[src/rtl/bus_mux4_arbiter_pkg.sv]
// rtl/bus_mux4_arbiter_pkg.sv - shared encodings and round-robin pick for the 4-way bus arbiter
package bus_mux4_arbiter_pkg;

    localparam int NUM_REQ = 4;
    localparam int IDX_W   = 2;

    typedef enum logic {
        ST_IDLE  = 1'b0,
        ST_GRANT = 1'b1
    } state_t;

    // Returns {found, index} of the first set request at or after ptr, wrapping.
    function automatic logic [IDX_W:0] rr_pick(input logic [NUM_REQ-1:0] req,
                                               input logic [IDX_W-1:0]   ptr);
        logic [IDX_W-1:0] idx;
        logic [IDX_W-1:0] cand;
        logic             found;
        idx   = ptr;
        found = 1'b0;
        // Walk from the farthest offset down so the nearest set bit wins last.
        for (int i = NUM_REQ - 1; i >= 0; i--) begin
            cand = ptr + IDX_W'(i);
            if (req[cand]) begin
                found = 1'b1;
                idx   = cand;
            end
        end
        return {found, idx};
    endfunction

endpackage

[src/rtl/bus_mux4_arbiter_mux.sv]
// rtl/bus_mux4_arbiter_mux.sv - W-bit 4:1 combinational multiplexer built from 1-bit slices
module bus_mux4
    import bus_mux4_arbiter_pkg::*;
#(
    parameter int W = 8
) (
    input  logic [W-1:0]     d0,
    input  logic [W-1:0]     d1,
    input  logic [W-1:0]     d2,
    input  logic [W-1:0]     d3,
    input  logic [IDX_W-1:0] sel,
    output logic [W-1:0]     y
);

    for (genvar b = 0; b < W; b++) begin : g_slice
        logic [NUM_REQ-1:0] slice;
        assign slice = {d3[b], d2[b], d1[b], d0[b]};
        assign y[b]  = slice[sel];
    end

endmodule

[src/rtl/bus_mux4_arbiter.sv]
// rtl/bus_mux4_arbiter.sv - round-robin arbiter with hold limit owning a shared 4:1 bus mux
module bus_mux4_arbiter
    import bus_mux4_arbiter_pkg::*;
#(
    parameter int W        = 8,
    parameter int MAX_HOLD = 4
) (
    input  logic         clk,
    input  logic         rst_n,
    input  logic [3:0]   req,
    input  logic [W-1:0] din0,
    input  logic [W-1:0] din1,
    input  logic [W-1:0] din2,
    input  logic [W-1:0] din3,
    output logic [3:0]   gnt,
    output logic [1:0]   sel,
    output logic [W-1:0] dout,
    output logic         dout_valid
);

    localparam logic [3:0] HOLD_LAST = 4'(MAX_HOLD - 1);

    state_t         state, state_nx;
    logic [1:0]     ptr, ptr_nx;
    logic [3:0]     hold_cnt, hold_nx;
    logic [1:0]     sel_nx;
    logic [3:0]     gnt_nx;
    logic           take;
    logic [IDX_W:0] pick;
    logic           owner_req;
    logic           others;
    logic [W-1:0]   mux_out;

    bus_mux4 #(.W(W)) u_mux (
        .d0  (din0),
        .d1  (din1),
        .d2  (din2),
        .d3  (din3),
        .sel (sel),
        .y   (mux_out)
    );

    assign owner_req = req[sel];
    assign others    = |(req & ~(4'b0001 << sel));
    assign pick      = rr_pick(req, ptr);

    always_comb begin
        state_nx = state;
        ptr_nx   = ptr;
        hold_nx  = hold_cnt;
        sel_nx   = sel;
        gnt_nx   = gnt;
        take     = 1'b0;
        case (state)
            ST_IDLE: begin
                if (pick[IDX_W]) take = 1'b1;
            end
            ST_GRANT: begin
                if (!owner_req) begin
                    if (pick[IDX_W]) begin
                        take = 1'b1;
                    end else begin
                        state_nx = ST_IDLE;
                        gnt_nx   = '0;
                    end
                end else if (hold_cnt == HOLD_LAST && others) begin
                    // ptr already sits past the owner, so the pick is another requester.
                    take = 1'b1;
                end else if (hold_cnt != HOLD_LAST) begin
                    hold_nx = hold_cnt + 4'd1;
                end
            end
            default: begin
                state_nx = ST_IDLE;
                gnt_nx   = '0;
            end
        endcase
        if (take) begin
            state_nx = ST_GRANT;
            sel_nx   = pick[IDX_W-1:0];
            gnt_nx   = 4'b0001 << pick[IDX_W-1:0];
            ptr_nx   = pick[IDX_W-1:0] + 2'd1;
            hold_nx  = '0;
        end
    end

    always_ff @(posedge clk or negedge rst_n) begin
        if (!rst_n) begin
            state    <= ST_IDLE;
            ptr      <= '0;
            hold_cnt <= '0;
            sel      <= '0;
            gnt      <= '0;
        end else begin
            state    <= state_nx;
            ptr      <= ptr_nx;
            hold_cnt <= hold_nx;
            sel      <= sel_nx;
            gnt      <= gnt_nx;
        end
    end

    always_ff @(posedge clk or negedge rst_n) begin
        if (!rst_n) begin
            dout       <= '0;
            dout_valid <= 1'b0;
        end else if (state == ST_GRANT && owner_req) begin
            dout       <= mux_out;
            dout_valid <= 1'b1;
        end else begin
            dout_valid <= 1'b0;
        end
    end

endmodule
[config.mk]
export PLATFORM = sky130hd
export DESIGN_NAME = bus_mux4_arbiter
export DESIGN_NICKNAME = d
export VERILOG_FILES = /design/src/rtl/bus_mux4_arbiter_pkg.sv /design/src/rtl/bus_mux4_arbiter_mux.sv /design/src/rtl/bus_mux4_arbiter.sv
export SDC_FILE = /design/constraint.sdc
export NUM_CORES = 1
export LEC_CHECK = 0
export ABC_CLOCK_PERIOD_IN_PS = 3900
export CORE_ASPECT_RATIO = 1.25
export CORE_UTILIZATION = 40
export CTS_CLUSTER_SIZE = 10
export DETAILED_ROUTE_END_ITERATION = 16
export HOLD_SLACK_MARGIN = 0.06
export PLACE_DENSITY = 0.77
export SLEW_MARGIN = 25
export SYNTH_ARGS = -nofsm -noshare
export SYNTH_HDL_FRONTEND = slang
export SYNTH_SLANG_ARGS = --single-unit
[constraint.sdc]
create_clock -name clk -period 3.9 [get_ports clk]
set_input_delay 0.78 -clock clk [delete_from_list [all_inputs] [get_ports clk]]
set_output_delay 0.78 -clock clk [all_outputs]
set_load 0.005 [all_outputs]
=== Word level (Yosys, flattened, before mapping) ===
Index checks and enable logic that the tools add are counted.

* Register bits after elaboration: 22
* Word-level logic and storage cells: 86
* Input port bits: 38
* Output and inout bits: 15

* Muxes and demuxes: 51
* Magnitude comparators: 5
* Equality and inequality tests: 5
* Add/sub/neg operators: 5
* Bitwise operators: 3
* Shift-type cells: 2
* Reduce and logical (&&, ||, !) cells: 8

{| class="wikitable"
|+ Operators by type and width
! operator !! number
|-
| $mux 4 || 9
|-
| $bmux 1 s2 || 13
|-
| $mux 1 || 24
|-
| $lt 2x3->1 const B || 5
|-
| $mux 2 || 4
|-
| $shl 1x2->4 const A || 2
|-
| $ne 2x2->1 const B || 3
|-
| $reduce_bool 2->1 || 3
|-
| $add 2x1->2 const B || 2
|-
| $add 2x2->2 const B || 2
|-
| $add 4x1->4 const B || 1
|-
| $and 4x4->4 || 1
|-
| $eq 4x2->1 const B || 1
|-
| $ne 4x2->1 const B || 1
|-
| $not 4->4 || 1
|-
| $reduce_and 4->1 || 1
|-
| $reduce_or 4->1 || 1
|-
| $reduce_and 3->1 || 1
|-
| $logic_and 1x1->1 || 2
|-
| $pmux 1 s2 || 1
|-
| $not 1->1 || 1
|}

=== Longest topological paths before layout ===
* Depth after elaboration: 12
* Mapped depth: 6
* Depth with buffers taken out: 6

=== Hierarchy ===
Synthesis repeated with hierarchy kept, for this count alone.

* Cell total of the unflattened synthesis: 116
* Area, all modules: 1275.0 µm²

{| class="wikitable"
|+ By module, submodules not included
! module !! instances !! seq. area each (µm²) !! area an instance (µm²) !! cells each
|-
| bus_mux4_arbiter || 1 || 550.5 || 1078.5 || 106
|-
| bus_mux4 || 1 || 0.0 || 196.4 || 10
|}

=== Worst setup path after synthesis ===
No wires, ideal clock.

* Kind: in2reg
* Start point: in req[2]
* End point: reg ptr[1]
* Setup time: 0.125 ns
* Data arrival time: 2.207 ns
* Required time: 3.775 ns
* Stages on the path: 6
* Path slack: 1.568 ns
* Buffers on the path: 2
* Path through: or4_1 -> buf_2 -> a21boi_1 -> a41o_1 -> buf_6 -> mux2_4

* Longest elaborated chain between the ends: 9
* Elaborated cells on any way between the ends: 26
* Classes of those cells: 1 x add/sub; 22 x mux; 1 x bitwise; 2 x reduce/logical

{| class="wikitable"
|+ Ends and longest elaborated chain
! what !! line !! RTL
|-
| from (decl) || bus_mux4_arbiter.sv:10 || <nowiki>input logic [3:0] req,</nowiki>
|-
| $bmux 1 s2 || bus_mux4_arbiter_pkg.sv:23 || <nowiki>if (req[cand]) begin</nowiki>
|-
| $mux 1 (not written as such) || bus_mux4_arbiter_pkg.sv:23 ||
|-
| $mux 1 (4 in a row) || bus_mux4_arbiter_pkg.sv:23 ||
|-
| $mux 1 || bus_mux4_arbiter.sv:56, bus_mux4_arbiter.sv:60 ||
|-
| $mux 1 || bus_mux4_arbiter.sv:59 || <nowiki>if (!owner_req) begin</nowiki>
|-
| $pmux 1 s2 || bus_mux4_arbiter.sv:54 || <nowiki>case (state)</nowiki>
|-
| to (signal assigned) || bus_mux4_arbiter.sv:96 || <nowiki>ptr <= ptr_nx;</nowiki>
|-
| to (decl) || bus_mux4_arbiter.sv:24 || <nowiki>logic [1:0] ptr, ptr_nx;</nowiki>
|}

Several ways; a longest one is shown, not always the timed one. The select of a mux whose other input is x is not followed.
A chain may end at the register's enable or synchronous reset.

=== Final worst setup path ===
* Start point: in req[3]
* End point: reg ptr[0]

The elaborated chain is that of the path after synthesis.

==> impl_results.md <==
* Run status: finished clean
* H-Tree Depth at 1
* Sink Count at 22
* Max transition margin at 0.522
* Core area at around 3200 um2
* Switch share at 0.331
* Filler Cells Inserted at 273
* Syn Inst Count at roughly 110
* Core Rows at 23
* Slew Limit Fails at 0
* Pleak at around 0.83 nW
* Post_cts resized at 0
* Synth warnings at 0
* Sequential-to-total area share from yosys stat at 0.413
* Fin Setup TNS at 0 ns
* Design Power at between 0.001 and 0.0015 W
* Die height at around 67 um
* First-pass GRT wire length at between 5000 and 6000 um
* Peak supply drop at around 0.0004 V
* Synth top area cells: dfrtp_1 41%, mux4_2 15%, mux2_2 8.5%
* Routed vias/inst at ~5.4
* Clock root cell: clkbuf_8
* Antenna Nets Post-Route at 0
* Drt drc at 0
* Post-synthesis average cell area at 12.2 um2
* Number of global-route vias before repair at 1058
* Leading area contributor after synthesis: dfrtp_1
* Switching pwr at 0.000416 W
* Yosys cell types at 28
* WP data arrival at between 2 and 3 ns
* Int Pwr at 0.000841 W
* Cell Area, Synth at ~1300 um2
* Fin crit period at around 2.8 ns
* Combinational share of power at 0.540
* Final wirelength at between 3000 and 4000 um
* Worst hold-check path type: primary input to async pin
* Crit path max fanout at 12
* Asr flop ratio synth at 1.00
* Worst-path clk slew at 0.08 ns
* EDFF count, synth at 0
* Fin crit share at 0.718
* Pre-antenna DRT Iters at 6
* Max Clk Rate at 0.357 GHz
* Clk pwr share at 0.130
* Crit Path Category: primary input to flip-flop
* Dominant synthesized flop cell: dfrtp_1
* Clk buf depth at 2
* Required @ worst endpoint at between 4 and 5 ns
* Worst slew pin tran at approximately 0.71 ns
* Ports at 53
* Hold Vio Cnt, Final at 0
* IO Port Bufs at 52
* Max-Cap Viols at 0
* Die X at 53.6 um
* Die area at around 3600 um2
* Starting density of the core at 0.417
* CTS tree: built
* Top cell type's share of synthesized area at 0.413
* Detailed placement HPWL at 2510 um
* Layout Skew at 0.00617 ns
* Routed length per placed instance at about 16 um
* GP Congestion at between 0.7 and 0.8
* Ant diodes at 0
* Syn Nets at 152
* Initial antenna violation count at 0
* RSZ-0062 raised after global routing: false
* Crit end category: flip-flop
* Multi-input gate area at approximately 730 um2
* Hold-fix buffers, CTS at 0
* Clk_lat worst skew at around 0.26 ns
* Vias at about 1100
* Setup-failing EPs final at 0
* FF/Latch Area at between 500 and 600 um2
* Register share of total power at 0.330
* Post-CTS Setup Bufs at 0
* Area Growth Syn to Fin at 44.4%
* Total CTS buffers at 3
* Largest net degree at the start of global routing at 23
* Pwr dens at roughly 650 nW/um2
* GRT Residual Overflow at 0
* Overall routing resource usage at 0.199
* Share of layout cells above drive strength 1 at 0.175
* Startpoint types: primary input
* Flops & latches, synth at 22
* Nets at 204
* 1st-iter DRT viols at 17
metrics by stage:
| step | setup WS [ns] | hold slack (ns) | std cells | instance area (um2) | utilization |
|---|---|---|---|---|---|
| 2_1_floorplan | 1.57 | 0.484 | 109 | 1330 | - |
| 3_3_place_gp | 0.874 | 0.488 | 193 | 1870 | 0.587 |
| 3_5_place_dp | 0.813 | 0.500 | 193 | 1870 | 0.587 |
| 4_1_cts | 1.09 | 0.519 | 197 | 1930 | 0.604 |
| 5_1_grt | 0.998 | 0.505 | 197 | 1920 | 0.602 |
| 6_report | 1.10 | 0.476 | 197 | 1920 | 0.602 |
critical path, cell delays in order:
cell             delay, ns
clkdlybuf4s50_1       0.54
mux4_2                0.65
a21boi_1              0.19
a41o_1                0.40
mux2_2                0.39
power by group through the flow:
stage / combinational (W) / sequential, W / clock, W
after detailed placement: 0.000689 / 0.000419 / 0
after global routing: 0.000742 / 0.000430 / 0.000178
after global placement: 0.000664 / 0.000411 / 0
after CTS: 0.000691 / 0.000415 / 0.000170
final: 0.000679 / 0.000414 / 0.000163
after floorplan: 0.000437 / 0.000396 / 0
cell families after synthesis:
group | after synthesis | synth area share
and+or+nand+nor | 28 | 0.116
muxes | 23 | 0.274
DFF | 22 | 0.413
AOI/OAI and AO/OA | 18 | 0.0939
buffers and inverters | 10 | 0.0357
adders and majority gates | 5 | 0.0469
xor gates and xnor gates | 3 | 0.0197
final timing paths:
| kind | startpoint | depth (start not counted) | slack [ns] | to |
|---|---|---|---|---|
| worst min-delay path | rst_n | 1 | 0.48 | dout[4]$_DFFE_PN0P_ |
| worst max-delay path | req[3] | 5 | 1.10 | ptr[0]$_DFFE_PN0P_ |
| worst min register to register | dout[1]$_DFFE_PN0P_ | 1 | 0.52 | dout[1]$_DFFE_PN0P_ |
| max in group asynchronous | rst_n | 1 | 3.07 | hold_cnt[1]$_DFFE_PN0P_ |
| worst max register to register | hold_cnt[0]$_DFFE_PN0P_ | 5 | 1.47 | ptr[0]$_DFFE_PN0P_ |
| min in group clk | dout[1]$_DFFE_PN0P_ | 1 | 0.52 | dout[1]$_DFFE_PN0P_ |
metal layers:
layer	vias up	global-route usage	share of wire
li1	514	-	-
met1	532	0.236	0.39
met2	21	0.336	0.57
met3	5	0.0342	0.028
met4	0	0.0987	0.017
met5	-	0	0
cell usage after synthesis, types with 2 or more instances:
cell type  instances
mux2i_1            2
mux4_2             9
nor3b_1            4
a21oi_1            7
nor2b_1            3
nand2_1            3
mux2_4             2
xor2_1             3
ha_1               5
a211o_1            5
nor2_1             5
o21ai_0            2
mux2_2            10
buf_2              2
nand3_1            7
inv_1              4
dfrtp_1           22
clkbuf_1           3
nor3_1             2
cell usage in the layout (no fill, tap or decap):
cell type | Yosys | routed
o21ai_0 | 2 | 2
mux4_2 | 9 | 9
and3b_1 | 1 | 1
nand3_1 | 7 | 7
mux2_2 | 10 | 10
a21boi_1 | 1 | 1
a211o_1 | 5 | 5
or3b_2 | 1 | 1
inv_1 | 4 | 4
ha_1 | 5 | 5
nand4_1 | 1 | 1
xor2_1 | 3 | 3
a41o_1 | 1 | 1
a21oi_1 | 7 | 7
clkdlybuf4s50_1 | 0 | 51
nor2_1 | 5 | 5
buf_2 | 2 | 1
clkbuf_8 | 0 | 4
buf_4 | 0 | 1
nor2b_1 | 3 | 3
or4_1 | 1 | 1
mux2_4 | 2 | 2
mux2i_1 | 2 | 2
o211a_1 | 1 | 1
dfrtp_1 | 22 | 22
nand2_1 | 3 | 3
nor3b_1 | 4 | 4
o41ai_1 | 1 | 1
nor3_1 | 2 | 2
final cells by class:
| type | count | share of cell area |
|---|---|---|
| Multi-Input combinational cell | 77 | 0.382 |
| Clock buffer | 4 | 0.0286 |
| Timing Repair Buffer | 53 | 0.272 |
| Inverter | 4 | 0.00780 |
| Sequential cell | 22 | 0.286 |
| Tap cell | 37 | 0.0241 |
registers in the layout, summed over array words and instances (netlist names):
register,cells
ptr,2
state,1
dout,8
hold_cnt,4
gnt,4
sel,2
dout_valid,1
Power figures use the tool's default switching activity.
